$ cat src/rtl/ofdm_subcarrier_demux_if.sv
// FFT-side and demapper/estimator-side sample buses of ofdm_subcarrier_demux.
// Streams are valid-only (no ready): a sample moves on every rising clk edge where its valid is high.
interface ofdm_subcarrier_demux_if;
    logic               valid_fft;
    logic               sop_fft;
    logic signed [15:0] i_fft;
    logic signed [15:0] q_fft;
    logic signed [15:0] i_qam;
    logic signed [15:0] q_qam;
    logic               valid_qam;
    logic               sop_qam;
    logic               eop_qam;
    logic signed [15:0] i_pilot;
    logic signed [15:0] q_pilot;
    logic               valid_pilot;
    logic [10:0]        carrier_idx;
    logic               sym_done;
    logic               sop_err;

    modport master (
        output valid_fft, sop_fft, i_fft, q_fft,
        input  i_qam, q_qam, valid_qam, sop_qam, eop_qam,
        input  i_pilot, q_pilot, valid_pilot, carrier_idx, sym_done, sop_err
    );

    modport slave (
        input  valid_fft, sop_fft, i_fft, q_fft,
        output i_qam, q_qam, valid_qam, sop_qam, eop_qam,
        output i_pilot, q_pilot, valid_pilot, carrier_idx, sym_done, sop_err
    );
endinterface

$ cat src/rtl/ofdm_subcarrier_demux.sv
// Post-FFT subcarrier demux: frames on sop, drops guard/DC bins, splits data and pilot carriers.
// Define OFDM_DEMUX_ERR_CNT_EN to add the sym_cnt / err_cnt statistics outputs.
module ofdm_subcarrier_demux #(
    parameter int OFDM_SIZE     = 1024,
    parameter int Num_Carrier   = 824,
    parameter int PILOT_SPACING = 8,
    parameter int PILOT_OFFSET  = 0
) (
    input  logic                   clk,
    input  logic                   res,
    input  logic                   en,
    ofdm_subcarrier_demux_if.slave bus,
`ifdef OFDM_DEMUX_ERR_CNT_EN
    output logic [15:0]            sym_cnt,
    output logic [7:0]             err_cnt,
`endif
    output logic [0:0]             fsm_state
);
    localparam int MID_OFDM    = OFDM_SIZE / 2 - 1;
    localparam int LEFT_INDEX  = MID_OFDM - Num_Carrier / 2;
    localparam int RIGHT_INDEX = MID_OFDM + Num_Carrier / 2;
    localparam int PW          = (PILOT_SPACING > 1) ? $clog2(PILOT_SPACING) : 1;
    localparam int FIRST_DATA  = (PILOT_OFFSET == 0) ? 1 : 0;
    localparam int LAST_DATA   = (((Num_Carrier - 1) % PILOT_SPACING) == PILOT_OFFSET) ?
                                 Num_Carrier - 2 : Num_Carrier - 1;

    localparam logic [10:0]   MID_K    = 11'(MID_OFDM);
    localparam logic [10:0]   LEFT_K   = 11'(LEFT_INDEX);
    localparam logic [10:0]   RIGHT_K  = 11'(RIGHT_INDEX);
    localparam logic [10:0]   LAST_BIN = 11'(OFDM_SIZE - 1);
    localparam logic [10:0]   FIRST_C  = 11'(FIRST_DATA);
    localparam logic [10:0]   LAST_C   = 11'(LAST_DATA);
    localparam logic [PW-1:0] PH_PILOT = PW'(PILOT_OFFSET);
    localparam logic [PW-1:0] PH_LAST  = PW'(PILOT_SPACING - 1);

    localparam logic [0:0] HUNT = 1'b0;
    localparam logic [0:0] RUN  = 1'b1;

    logic [0:0]    state, state_nxt;
    logic [10:0]   bin, bin_nxt, carrier, carrier_nxt, k, c_cur;
    logic [PW-1:0] phase, phase_nxt, ph_cur;
    logic          acc, proc, err, used, pilot, last_bin;

    logic               s1_vq, s1_vp, s1_sop, s1_eop, s1_done, s1_err;
    logic [10:0]        s1_idx;
    logic signed [15:0] s1_i, s1_q;
    logic               s2_vq, s2_vp, s2_sop, s2_eop, s2_done, s2_err;
    logic [10:0]        s2_idx;
    logic signed [15:0] s2_i, s2_q;

    // A sop in RUN always restarts the frame at bin 0, whether on time or as a resync.
    always_comb begin
        acc      = en && bus.valid_fft;
        k        = bus.sop_fft ? 11'd0 : bin;
        proc     = acc && (bus.sop_fft || ((state == RUN) && (bin != 11'd0)));
        err      = acc && (state == RUN) && (bus.sop_fft ? (bin != 11'd0) : (bin == 11'd0));
        used     = (k >= LEFT_K) && (k <= RIGHT_K) && (k != MID_K);
        c_cur    = (k == LEFT_K) ? 11'd0 : carrier;
        ph_cur   = (k == LEFT_K) ? '0 : phase;
        pilot    = (ph_cur == PH_PILOT);
        last_bin = (k == LAST_BIN);

        state_nxt   = state;
        bin_nxt     = bin;
        carrier_nxt = carrier;
        phase_nxt   = phase;
        if (proc) begin
            state_nxt   = RUN;
            bin_nxt     = last_bin ? 11'd0 : k + 11'd1;
            carrier_nxt = c_cur;
            phase_nxt   = ph_cur;
            if (used) begin
                carrier_nxt = c_cur + 11'd1;
                phase_nxt   = (ph_cur == PH_LAST) ? '0 : ph_cur + PW'(1);
            end
        end else if (err) begin
            state_nxt = HUNT;
            bin_nxt   = 11'd0;
        end
    end

    // en low freezes framing and both pipeline stages together.
    always_ff @(posedge clk) begin
        if (res) begin
            state   <= HUNT;
            bin     <= '0;
            carrier <= '0;
            phase   <= '0;
            s1_vq   <= 1'b0; s1_vp  <= 1'b0; s1_sop <= 1'b0; s1_eop <= 1'b0;
            s1_done <= 1'b0; s1_err <= 1'b0; s1_idx <= '0;   s1_i   <= '0; s1_q <= '0;
            s2_vq   <= 1'b0; s2_vp  <= 1'b0; s2_sop <= 1'b0; s2_eop <= 1'b0;
            s2_done <= 1'b0; s2_err <= 1'b0; s2_idx <= '0;   s2_i   <= '0; s2_q <= '0;
        end else if (en) begin
            state   <= state_nxt;
            bin     <= bin_nxt;
            carrier <= carrier_nxt;
            phase   <= phase_nxt;
            s1_vq   <= proc && used && !pilot;
            s1_vp   <= proc && used && pilot;
            s1_sop  <= proc && used && !pilot && (c_cur == FIRST_C);
            s1_eop  <= proc && used && !pilot && (c_cur == LAST_C);
            s1_done <= proc && last_bin;
            s1_err  <= err;
            s1_idx  <= c_cur;
            s1_i    <= bus.i_fft;
            s1_q    <= bus.q_fft;
            s2_vq   <= s1_vq;   s2_vp  <= s1_vp;  s2_sop <= s1_sop; s2_eop <= s1_eop;
            s2_done <= s1_done; s2_err <= s1_err; s2_idx <= s1_idx;
            s2_i    <= s1_i;    s2_q   <= s1_q;
        end
    end

    assign bus.valid_qam   = en & s2_vq;
    assign bus.valid_pilot = en & s2_vp;
    assign bus.sop_qam     = en & s2_sop;
    assign bus.eop_qam     = en & s2_eop;
    assign bus.sym_done    = en & s2_done;
    assign bus.sop_err     = en & s2_err;
    assign bus.i_qam       = s2_i;
    assign bus.q_qam       = s2_q;
    assign bus.i_pilot     = s2_i;
    assign bus.q_pilot     = s2_q;
    assign bus.carrier_idx = s2_idx;
    assign fsm_state       = state;

`ifdef OFDM_DEMUX_ERR_CNT_EN
    // Counted as the stage-1 event moves to the output, so counts step with the visible pulse.
    always_ff @(posedge clk) begin
        if (res) begin
            sym_cnt <= '0;
            err_cnt <= '0;
        end else if (en) begin
            if (s1_done)
                sym_cnt <= sym_cnt + 16'd1;
            if (s1_err && (err_cnt != 8'hFF))
                err_cnt <= err_cnt + 8'd1;
        end
    end
`endif
endmodule

$ cat src/flat_wrapper.sv
// flat-port wrapper written by rule: the top's interface ports become plain ports
module ofdm_subcarrier_demux_flat 
#(
    parameter int OFDM_SIZE     = 1024,
    parameter int Num_Carrier   = 824,
    parameter int PILOT_SPACING = 8,
    parameter int PILOT_OFFSET  = 0
)
  (clk, res, en, fsm_state, bus_valid_fft, bus_sop_fft, bus_i_fft, bus_q_fft, bus_i_qam, bus_q_qam, bus_valid_qam, bus_sop_qam, bus_eop_qam, bus_i_pilot, bus_q_pilot, bus_valid_pilot, bus_carrier_idx, bus_sym_done, bus_sop_err);
  ofdm_subcarrier_demux_if bus_i ();
  input  logic clk;
  input  logic res;
  input  logic en;
  output logic [0:0] fsm_state;
  input wire logic [$bits(bus_i.valid_fft)-1:0] bus_valid_fft;
  input wire logic [$bits(bus_i.sop_fft)-1:0] bus_sop_fft;
  input wire logic [$bits(bus_i.i_fft)-1:0] bus_i_fft;
  input wire logic [$bits(bus_i.q_fft)-1:0] bus_q_fft;
  output wire logic [$bits(bus_i.i_qam)-1:0] bus_i_qam;
  output wire logic [$bits(bus_i.q_qam)-1:0] bus_q_qam;
  output wire logic [$bits(bus_i.valid_qam)-1:0] bus_valid_qam;
  output wire logic [$bits(bus_i.sop_qam)-1:0] bus_sop_qam;
  output wire logic [$bits(bus_i.eop_qam)-1:0] bus_eop_qam;
  output wire logic [$bits(bus_i.i_pilot)-1:0] bus_i_pilot;
  output wire logic [$bits(bus_i.q_pilot)-1:0] bus_q_pilot;
  output wire logic [$bits(bus_i.valid_pilot)-1:0] bus_valid_pilot;
  output wire logic [$bits(bus_i.carrier_idx)-1:0] bus_carrier_idx;
  output wire logic [$bits(bus_i.sym_done)-1:0] bus_sym_done;
  output wire logic [$bits(bus_i.sop_err)-1:0] bus_sop_err;
  assign bus_i.valid_fft = bus_valid_fft;
  assign bus_i.sop_fft = bus_sop_fft;
  assign bus_i.i_fft = bus_i_fft;
  assign bus_i.q_fft = bus_q_fft;
  assign bus_i_qam = bus_i.i_qam;
  assign bus_q_qam = bus_i.q_qam;
  assign bus_valid_qam = bus_i.valid_qam;
  assign bus_sop_qam = bus_i.sop_qam;
  assign bus_eop_qam = bus_i.eop_qam;
  assign bus_i_pilot = bus_i.i_pilot;
  assign bus_q_pilot = bus_i.q_pilot;
  assign bus_valid_pilot = bus_i.valid_pilot;
  assign bus_carrier_idx = bus_i.carrier_idx;
  assign bus_sym_done = bus_i.sym_done;
  assign bus_sop_err = bus_i.sop_err;
  ofdm_subcarrier_demux #(.OFDM_SIZE(OFDM_SIZE), .Num_Carrier(Num_Carrier), .PILOT_SPACING(PILOT_SPACING), .PILOT_OFFSET(PILOT_OFFSET)) u_core (.clk(clk), .res(res), .en(en), .bus(bus_i), .fsm_state(fsm_state));
endmodule
$ cat config.mk
export PLATFORM = sky130hd
export DESIGN_NAME = ofdm_subcarrier_demux_flat
export DESIGN_NICKNAME = d
export VERILOG_FILES = /design/src/rtl/ofdm_subcarrier_demux_if.sv /design/src/rtl/ofdm_subcarrier_demux.sv /design/src/flat_wrapper.sv
export SDC_FILE = /design/constraint.sdc
export NUM_CORES = 1
export LEC_CHECK = 0
export CORE_MARGIN = 10
export CORE_UTILIZATION = 55
export DETAILED_ROUTE_END_ITERATION = 6
export PLACE_DENSITY = 0.95
export SLEW_MARGIN = 10
export SYNTH_ARGS = -nofsm -noshare
export SYNTH_HDL_FRONTEND = slang
export SYNTH_SLANG_ARGS = --single-unit
$ cat constraint.sdc
create_clock -name clk -period 7.85 [get_ports clk]
set_clock_uncertainty 0.05 [all_clocks]
set_input_delay 0.785 -clock clk [delete_from_list [all_inputs] [get_ports clk]]
set_output_delay 0.785 -clock clk [all_outputs]
set_load 0.01 [all_outputs]
* After elaboration in Yosys (flattened, before gate mapping)
Index checks and enable logic that the tools add are counted.
** Operators by class
- Add/sub/neg operators :: 3
- Equality and inequality tests :: 6
- Bitwise operators :: 6
- Magnitude comparators :: 2
- Muxes and demuxes :: 12
- Reduce and logical (&&, ||, !) cells :: 21
** Operators with widths (number)
- 11-bit two-way mux :: 6
- 11-bit by 1-bit adder with 11-bit output (second input constant) :: 2
- 11-bit by 10-bit == test with 1-bit output (second input constant) :: 2
- 1-bit logical AND :: 13
- 11-bit by 1-bit == test with 1-bit output (second input constant) :: 1
- 11-bit by 7-bit == test with 1-bit output (second input constant) :: 1
- 11-bit by 7-bit >= comparator with 1-bit output (second input constant) :: 1
- 11-bit by 10-bit less-or-equal comparator with 1-bit output (second input constant) :: 1
- 11-bit logical NOT :: 1
- 11-bit by 9-bit inequality test with 1-bit output (second input constant) :: 1
- 11-bit nonzero test :: 1
- 3-bit two-way mux :: 3
- 1-bit AND :: 6
- 2-bit AND reduction :: 2
- 3-bit by 1-bit adder with 3-bit output (second input constant) :: 1
- 3-bit == test (second input constant) :: 1
- 3-bit logical NOT :: 1
- 1-bit two-way mux :: 3
- 2-bit nonzero test :: 1
- 1-bit logical NOT :: 1
- 1-bit logical OR :: 1
** Word-level totals
- Output and inout port bits :: 82
- Register bits :: 124
- Bits of input ports :: 37
- Word-level logic and storage cells :: 72

* Depth between registers and ports, before layout
Gate-level depths: netlist (run 1).
- Depth after elaboration :: 7
- Mapped depth :: 12
- Gate-level depth less buffers :: 11

* Least setup slack after synthesis (run 1)
No wires, ideal clock.
- Path type :: input-to-reg
- Start :: in bus_sop_fft
- End :: reg u_core.s1_eop
- Data required time :: 7.708 ns
- Buffers on the path :: 3
- Setup slack :: 4.728 ns
- Setup time :: 0.092 ns
- Stages on the path :: 11
- Arrival :: 2.980 ns
- Cells stage by stage :: buf_4 -> buf_1 -> nor2b_1 -> ha_1 -> o2111ai_2 -> clkbuf_1 -> nand2_1 -> ha_1 -> a21boi_1 -> or4b_1 -> o32ai_1
** Between the ends
- Cells in the longest elaborated chain, start to end :: 7
- Elaborated cells between the ends (all ways) :: 17
- Classes of those cells :: order compare: 2; eq/ne: 3; mux: 3; reduce/logical: 9
** RTL lines
- start, declared :: RTL line flat_wrapper.sv:16 : input wire logic [$bits(bus_i.sop_fft)-1:0] bus_sop_fft;
- 11-bit two-way mux :: RTL line ofdm_subcarrier_demux.sv:54 : k = bus.sop_fft ? 11'd0 : bin;
- 11-bit by 7-bit >= comparator with 1-bit output (tied with other cells) :: RTL line ofdm_subcarrier_demux.sv:57 : used = (k >= LEFT_K) && (k <= RIGHT_K) && (k != MID_K);
- 1-bit logical AND / 3-bit two-way mux (equally long branches) :: RTL line ofdm_subcarrier_demux.sv:57, ofdm_subcarrier_demux.sv:59
- 1-bit logical AND / 3-bit logical NOT (equally long branches) :: RTL line ofdm_subcarrier_demux.sv:57, ofdm_subcarrier_demux.sv:60
- 1-bit logical AND / 1-bit logical NOT (equally long branches) :: RTL line ofdm_subcarrier_demux.sv:101 : s1_eop <= proc && used && !pilot && (c_cur == LAST_C);
- 1-bit logical AND :: RTL line ofdm_subcarrier_demux.sv:101
- 1-bit logical AND (*) :: RTL line ofdm_subcarrier_demux.sv:101
- end signal, assigned :: RTL line ofdm_subcarrier_demux.sv:101
- end, declared :: RTL line ofdm_subcarrier_demux.sv:44 : logic s1_vq, s1_vp, s1_sop, s1_eop, s1_done, s1_err;
Every way passes the cells marked *; elsewhere a longest branch is shown, timed or not.
A chain may end at the register's enable or synchronous reset.

* Worst setup path after layout (run 1)
- Start :: in en
- End :: out bus_valid_pilot
** Between the ends
- Cells in the longest elaborated chain, start to end :: 1
** RTL lines
- start, declared :: RTL line flat_wrapper.sv:13 : input logic en;
- 1-bit AND :: RTL line ofdm_subcarrier_demux.sv:114 : assign bus.valid_pilot = en & s2_vp;
- end, declared :: RTL line flat_wrapper.sv:26 : output wire logic [$bits(bus_i.valid_pilot)-1:0] bus_valid_pilot;
No other way between the ends.

==> metrics.cfg, run 1 <==
[logic_synthesis]
synth-edff-count = 0
synth_cell_types = 58
async_flop_share = 0
syn-cell-area_um2 = 5600
postSynthCellCount = 597
synth.avg_cell_area_um2 = 9.37
yosysWarnings = 0
yosysSeqAreaShare = 0.444
syn_nets = 639
ys.flop_type = dfxtp_1
synth_seq_cells = 124

[timing]
rsz0062_at_grt = no
timing.final.crit_period_ns = 3.84
clock.fmax_mhz = 261
tightest_slew_ns = 1.03
whs_ns = 0.418
hold_violations = 0
setup-violations-final = 0
tns_ns = 0
slew_headroom = 0.311
finalCritPeriodShare = 0.489
drv_slew = 0

[grt]
met1_usage = 0.210
grtUsageMet3 = 0.0493
grt_pass1_wl_mm = 22.5
grt_max_degree = 84
antenna_found_initial = 0
groute.usage.overall = 0.186
grt_pass1_vias = 4486
grt-ovfl-total = 0
grtUsageMet2 = 0.322
top_usage_layer = met2

[drt]
routed_wl_mm = 14.1
firstDrtPassIters = 5
drc_errors = 0
via_count = 4587
dr.first_iter.drc_count = 403
via_per_inst = 5.66
antenna_left = 0
detail_route.wl_per_cell_um = 17.4

[die]
die_y_um = 121
die-area_um2 = 14600
pin_count = 119
core_area_um2 = 9860
start_util = 0.567
fp.dieW_um = 121
num_rows = 36

[setup_path]
slowest_stage = buf_4
critPathMaxStageDelay_ns = 0.88
path_class = in -> out
cp.arrival_ns = 3.00
worstSetupStartpointType = input port
path_max_fanout = 83
endpoint_kind = output port
crit_path_cell_trace = buf_4, buf_4, and2_1, clkdlybuf4s50_1
crit_required_ns = 7.01
critPathBufInv = 3
critical_path.most_common_cell = buf_4
critPathTopFamily = buffers and inverters

[pwr]
combPwrFrac = 0.075
clockPowerShare = 0.495
power.internal_w = 0.00116
total_leakage_power_nw = 2.85
seqPwrFrac = 0.429
swShare = 0.238
max-vdd-ir-drop_uv = 158
powerDensity_nw_per_um2 = 215
power.switching_w = 0.000365

[cts]
post_cts_buffers = 0
clock_insertion_delay_worst_skew_ns = 0.51
holdBufCountCts = 0
path_clk_slew_ns = 0.06
post_cts_resized = 0
cts_buffers = 17
clockBufferDepth = 2
cts_root_buffer = clkbuf_8
cts_tree = done
h-tree-depth = 4
cts_sinks = 124

[cells_and_area]
antenna_cells = 0
layout_commonest_cell = dfxtp_1
finalInstanceArea_um2 = 7100
syn_to_final_growth_pct = 27.0
drive_gt1_frac = 0.0709
instances_no_fill = 810
nets = 706
fillers = 683
final_cell_mix = dfxtp_1, clkdlybuf4s50_1, mux2i_1, nor2_1, nand3_1

[placement]
place_congestion = 0.910
placed_cell_area_um2 = 6530
io_buffer_count = 118
dp_hpwl_mm = 9.47
dp_cells = 778

[worst_hold_path]
worstHoldPathType = reg -> reg

[flow_run]
cap_violations = 0

[run_status]
status = completed

[Yosys cell counts (8+ instances only)]
cell	number	area share
clkbuf_1	19	0.013
buf_4	33	0.044
a21oi_1	25	0.022
nand2_1	22	0.015
nand2b_1	15	0.017
o21ai_0	9	0.0080
mux2i_1	91	0.16
and2_1	9	0.010
inv_1	12	0.0080
a21o_1	11	0.015
dfxtp_1	124	0.44
buf_2	8	0.0072
nand3_1	29	0.026
nor2_1	90	0.060
buf_1	8	0.0054
nor4_1	11	0.012
[path summary, 6_finish.rpt]
path	from	endpoint	slack [ns]	cells past startpoint
hold reg to reg	u_core.s1_idx[5]	u_core.s1_idx[5]	0.42	2
setup / recovery	en	bus_valid_pilot	4.01	4
setup reg to reg	u_core.bin[1]	u_core.carrier[10]	4.99	9
hold / removal	u_core.s1_idx[5]	u_core.s1_idx[5]	0.42	2
[registers in the layout, indices dropped and copies added (netlist names)]
register	count
u_core.bus.q_pilot	16
u_core.s2_vq	1
u_core.s1_eop	1
u_core.fsm_state	1
u_core.s1_sop	1
u_core.s1_err	1
u_core.s2_vp	1
u_core.bus.carrier_idx	11
u_core.bus.i_pilot	16
u_core.s2_err	1
u_core.s1_idx	11
u_core.s2_sop	1
u_core.s1_i	16
u_core.bin	11
u_core.s2_eop	1
u_core.s1_vp	1
u_core.s1_q	16
u_core.s2_done	1
u_core.carrier	11
u_core.s1_vq	1
u_core.s1_done	1
u_core.phase	3
[final cells by class]
cell class / instances / area (um^2) / area share
tap: 133 / 166 / 0.0234
timing repair buffer: 120 / 1190 / 0.168
multi-input combinational: 389 / 2640 / 0.372
clock buffer: 18 / 418 / 0.0588
inverter: 12 / 45.0 / 0.00634
sequential: 124 / 2480 / 0.349
clock inverter: 14 / 161 / 0.0227
[kinds of logic (layout without fill, tap and decap cells)]
family                   after synthesis  after routing  share of synthesized area
AND/OR/NAND/NOR                      214            214                      0.193
flip-flops                           124            124                      0.444
multiplexers                          91             91                      0.163
buffers and inverters                 84            164                     0.0845
AO/OA/AOI/OAI                         78             78                      0.104
adder cells (fa/ha/maj)                5              5                     0.0112
XOR/XNOR                               1              1                    0.00157
[tightest hold or removal path, delay by kind of cell (launching register included)]
family | cells | cell delay [ns]
AO/OA/AOI/OAI | 1 | 0.05
flip-flops | 1 | 0.31
AND/OR/NAND/NOR | 1 | 0.06
[power groups by stage]
| stage | clock, W | combinational [W] | sequential (W) |
|---|---|---|---|
| floorplan | 0 | 0.0000695 | 0.000670 |
| global placement | 0 | 0.000112 | 0.000668 |
| detailed placement | 0 | 0.000115 | 0.000670 |
| CTS | 0.000765 | 0.000116 | 0.000657 |
| global route | 0.000792 | 0.000125 | 0.000659 |
| finish | 0.000757 | 0.000115 | 0.000657 |
[metal layers]
metal	share of wire	wire [um]
met5	0	0
met4	0.029	405
met3	0.082	1160
met2	0.50	7020
met1	0.39	5510
[metrics by stage]
| step | util | total power, W | setup slack, ns |
|---|---|---|---|
| after detailed placement | 0.661 | 0.000785 | 3.67 |
| after floorplan | - | 0.000739 | 4.73 |
| after global routing | 0.720 | 0.00157 | 3.87 |
| after global placement | 0.661 | 0.000780 | 3.82 |
| final | 0.720 | 0.00153 | 4.01 |
| after CTS | 0.720 | 0.00154 | 4.01 |
(Power assumes the default switching activity.)
==> run 2: changes to the inputs <==
--- a/config.mk
+++ b/config.mk
@@ -6,9 +6,9 @@
 export NUM_CORES = 1
 export LEC_CHECK = 0
 export CORE_MARGIN = 10
-export CORE_UTILIZATION = 55
+export CORE_UTILIZATION = 46
 export DETAILED_ROUTE_END_ITERATION = 6
-export PLACE_DENSITY = 0.95
+export PLACE_DENSITY = 0.86
 export SLEW_MARGIN = 10
 export SYNTH_ARGS = -nofsm -noshare
 export SYNTH_HDL_FRONTEND = slang
==> constraint.sdc (replaced) <==
create_clock -name clk -period 3.5 [get_ports clk]
set_clock_uncertainty 0.05 [all_clocks]
set_input_delay 0.35 -clock clk [delete_from_list [all_inputs] [get_ports clk]]
set_output_delay 0.35 -clock clk [all_outputs]
set_load 0.01 [all_outputs]
==> metrics.cfg, run 2 (synthesis gave the netlist of run 1 again) <==
[cts]
path_clk_slew_ns = 0.06  ; about the same
holdBufCountCts = 0  ; unchanged
h-tree-depth = 4  ; unchanged
cts_buffers = 17  ; unchanged
cts_sinks = 124  ; unchanged
clockBufferDepth = 2  ; unchanged
cts_tree = done
post_cts_resized = 0  ; unchanged
cts_root_buffer = clkbuf_16
post_cts_buffers = 0  ; unchanged
clock_insertion_delay_worst_skew_ns = 0.42  ; -0.09 ns

[setup_path]
cp.arrival_ns = 2.81  ; -0.19 ns
critPathTopFamily = simple AND/OR/NAND/NOR gates
crit_path_cell_trace = clkdlybuf4s50_1, nand2b_1, inv_1, ha_1, and3_1, nand3_1, o41ai_4, buf_4, nor4_1, mux2i_1
slowest_stage = clkdlybuf4s50_1
path_max_fanout = 15  ; -82%
endpoint_kind = flip-flop
path_class = in -> reg
critPathMaxStageDelay_ns = 0.51  ; -0.37 ns
crit_required_ns = 3.80  ; -3.21 ns
critPathBufInv = 3  ; unchanged
worstSetupStartpointType = input port

[cells_and_area]
antenna_cells = 0  ; unchanged
instances_no_fill = 830  ; +2.5%
drive_gt1_frac = 0.0791  ; +0.00816
post-route-util = 0.600  ; -0.120
final_cell_mix = dfxtp_1, clkdlybuf4s50_1, mux2i_1, nor2_1, nand3_1
syn_to_final_growth_pct = 28.2
nets = 712  ; +0.85%
layout_commonest_cell = dfxtp_1

[drt]
antenna_left = 0  ; unchanged
via_count = 4497  ; -2.0%
via_per_inst = 5.42  ; -4.3%
firstDrtPassIters = 5  ; unchanged
drc_errors = 0  ; unchanged
dr.first_iter.drc_count = 306  ; -24%
routed_wl_mm = 13.5  ; -3.9%
detail_route.wl_per_cell_um = 16.3  ; -6.2%

[grt]
groute.usage.overall = 0.160  ; -0.0259
grt_max_degree = 77  ; -8.3%
antenna_found_initial = 0  ; unchanged
grt-ovfl-total = 0  ; unchanged
grt_pass1_wl_mm = 21.9  ; -2.6%
grt_pass1_vias = 4350  ; -3.0%

[die]
pin_count = 119  ; unchanged
die-area_um2 = 17000  ; +16%
core_area_um2 = 12000  ; +21%
num_rows = 40  ; +11%
start_util = 0.468  ; -0.0994
fp.dieW_um = 130  ; +7.8%
die_y_um = 130  ; +7.8%

[timing]
tns_ns = 0  ; unchanged
hold_violations = 0  ; unchanged
slew_headroom = 0.423  ; +0.113
finalCritPeriodShare = 0.720
timing.final.crit_period_ns = 2.52
clock.fmax_mhz = 397
setup-violations-final = 0  ; unchanged
drv_slew = 0  ; unchanged
tightest_slew_ns = 0.865  ; -0.169 ns
whs_ns = 0.216  ; -0.202 ns
rsz0062_at_grt = no

[pwr]
max-vdd-ir-drop_uv = 347  ; +120%
total_leakage_power_nw = 2.87  ; +0.63%
seqPwrFrac = 0.428  ; about the same
swShare = 0.228  ; -0.0104
powerDensity_nw_per_um2 = 479  ; +120%
clockPowerShare = 0.496  ; about the same
combPwrFrac = 0.076  ; about the same
power.switching_w = 0.000784  ; +110%
power.internal_w = 0.00265  ; +130%

[placement]
dp_cells = 798  ; +2.6%
place_congestion = 0.834  ; -8.4%
io_buffer_count = 118  ; unchanged
dp_hpwl_mm = 9.59  ; +1.2%

[worst_hold_path]
worstHoldPathType = in -> reg

[run_status]
status = completed

[flow_run]
cap_violations = 0  ; unchanged

run 2: cell count changes in the layout (fill, tap and decap cells not counted), sizes merged:
cell,previous run,this run
buf,4,10
clkinvlp,1,4
inv,17,13
clkbuf,18,19
run 2: path summary, 6_finish.rpt:
kind | start | to | slack, ns | cells past startpoint
setup / recovery | bus_sop_fft | u_core.carrier[9] | 0.98 | 10
hold / removal | en | u_core.fsm_state | 0.22 | 3
setup reg to reg | u_core.bin[1] | u_core.bin[3] | 1.06 | 7
hold reg to reg | u_core.s1_idx[8] | u_core.s1_idx[8] | 0.42 | 2
run 2: area by class of cell:
class | count | area [um^2]
inverter | 12 | 45.0
clock buffer | 19 | 443
clock inverter | 13 | 144
timing repair buffer | 126 | 1240
tap | 147 | 184
multi-input combinational | 389 | 2640
fill | 1015 | 4790
sequential | 124 | 2480
run 2: power by group through the flow:
stage	combinational, W	clock [W]	sequential [W]
5_1_grt	0.000283	0.00181	0.00148
4_1_cts	0.000263	0.00174	0.00147
3_3_place_gp	0.000255	0	0.00150
6_report	0.000260	0.00170	0.00147
3_5_place_dp	0.000262	0	0.00150
2_1_floorplan	0.000156	0	0.00150
run 2: per-layer routing:
metal | vias up | routed length [um] | track usage
met2 | 139 | 6610 | 0.265
met4 | 0 | 251 | 0.0734
li1 | 2210 | - | -
met3 | 22 | 894 | 0.0483
met5 | - | 0 | 0
met1 | 2126 | 5790 | 0.187
run 2: tightest hold or removal path, delay by kind of cell:
| kind | cells | cell delay (ns) |
|---|---|---|
| buffers and inverters | 1 | 0.15 |
| and+or+nand+nor | 1 | 0.07 |
| AOI/OAI and AO/OA | 1 | 0.06 |
run 2: stage by stage:
step / power [W] / setup WS [ns] / area (um^2)
after floorplan: 0.00166 / 0.813 / 5600
after global placement: 0.00175 / 0.669 / 6590
after detailed placement: 0.00176 / 0.615 / 6590
after CTS: 0.00348 / 1.03 / 7170
after global routing: 0.00357 / 0.810 / 7170
final: 0.00344 / 0.982 / 7170
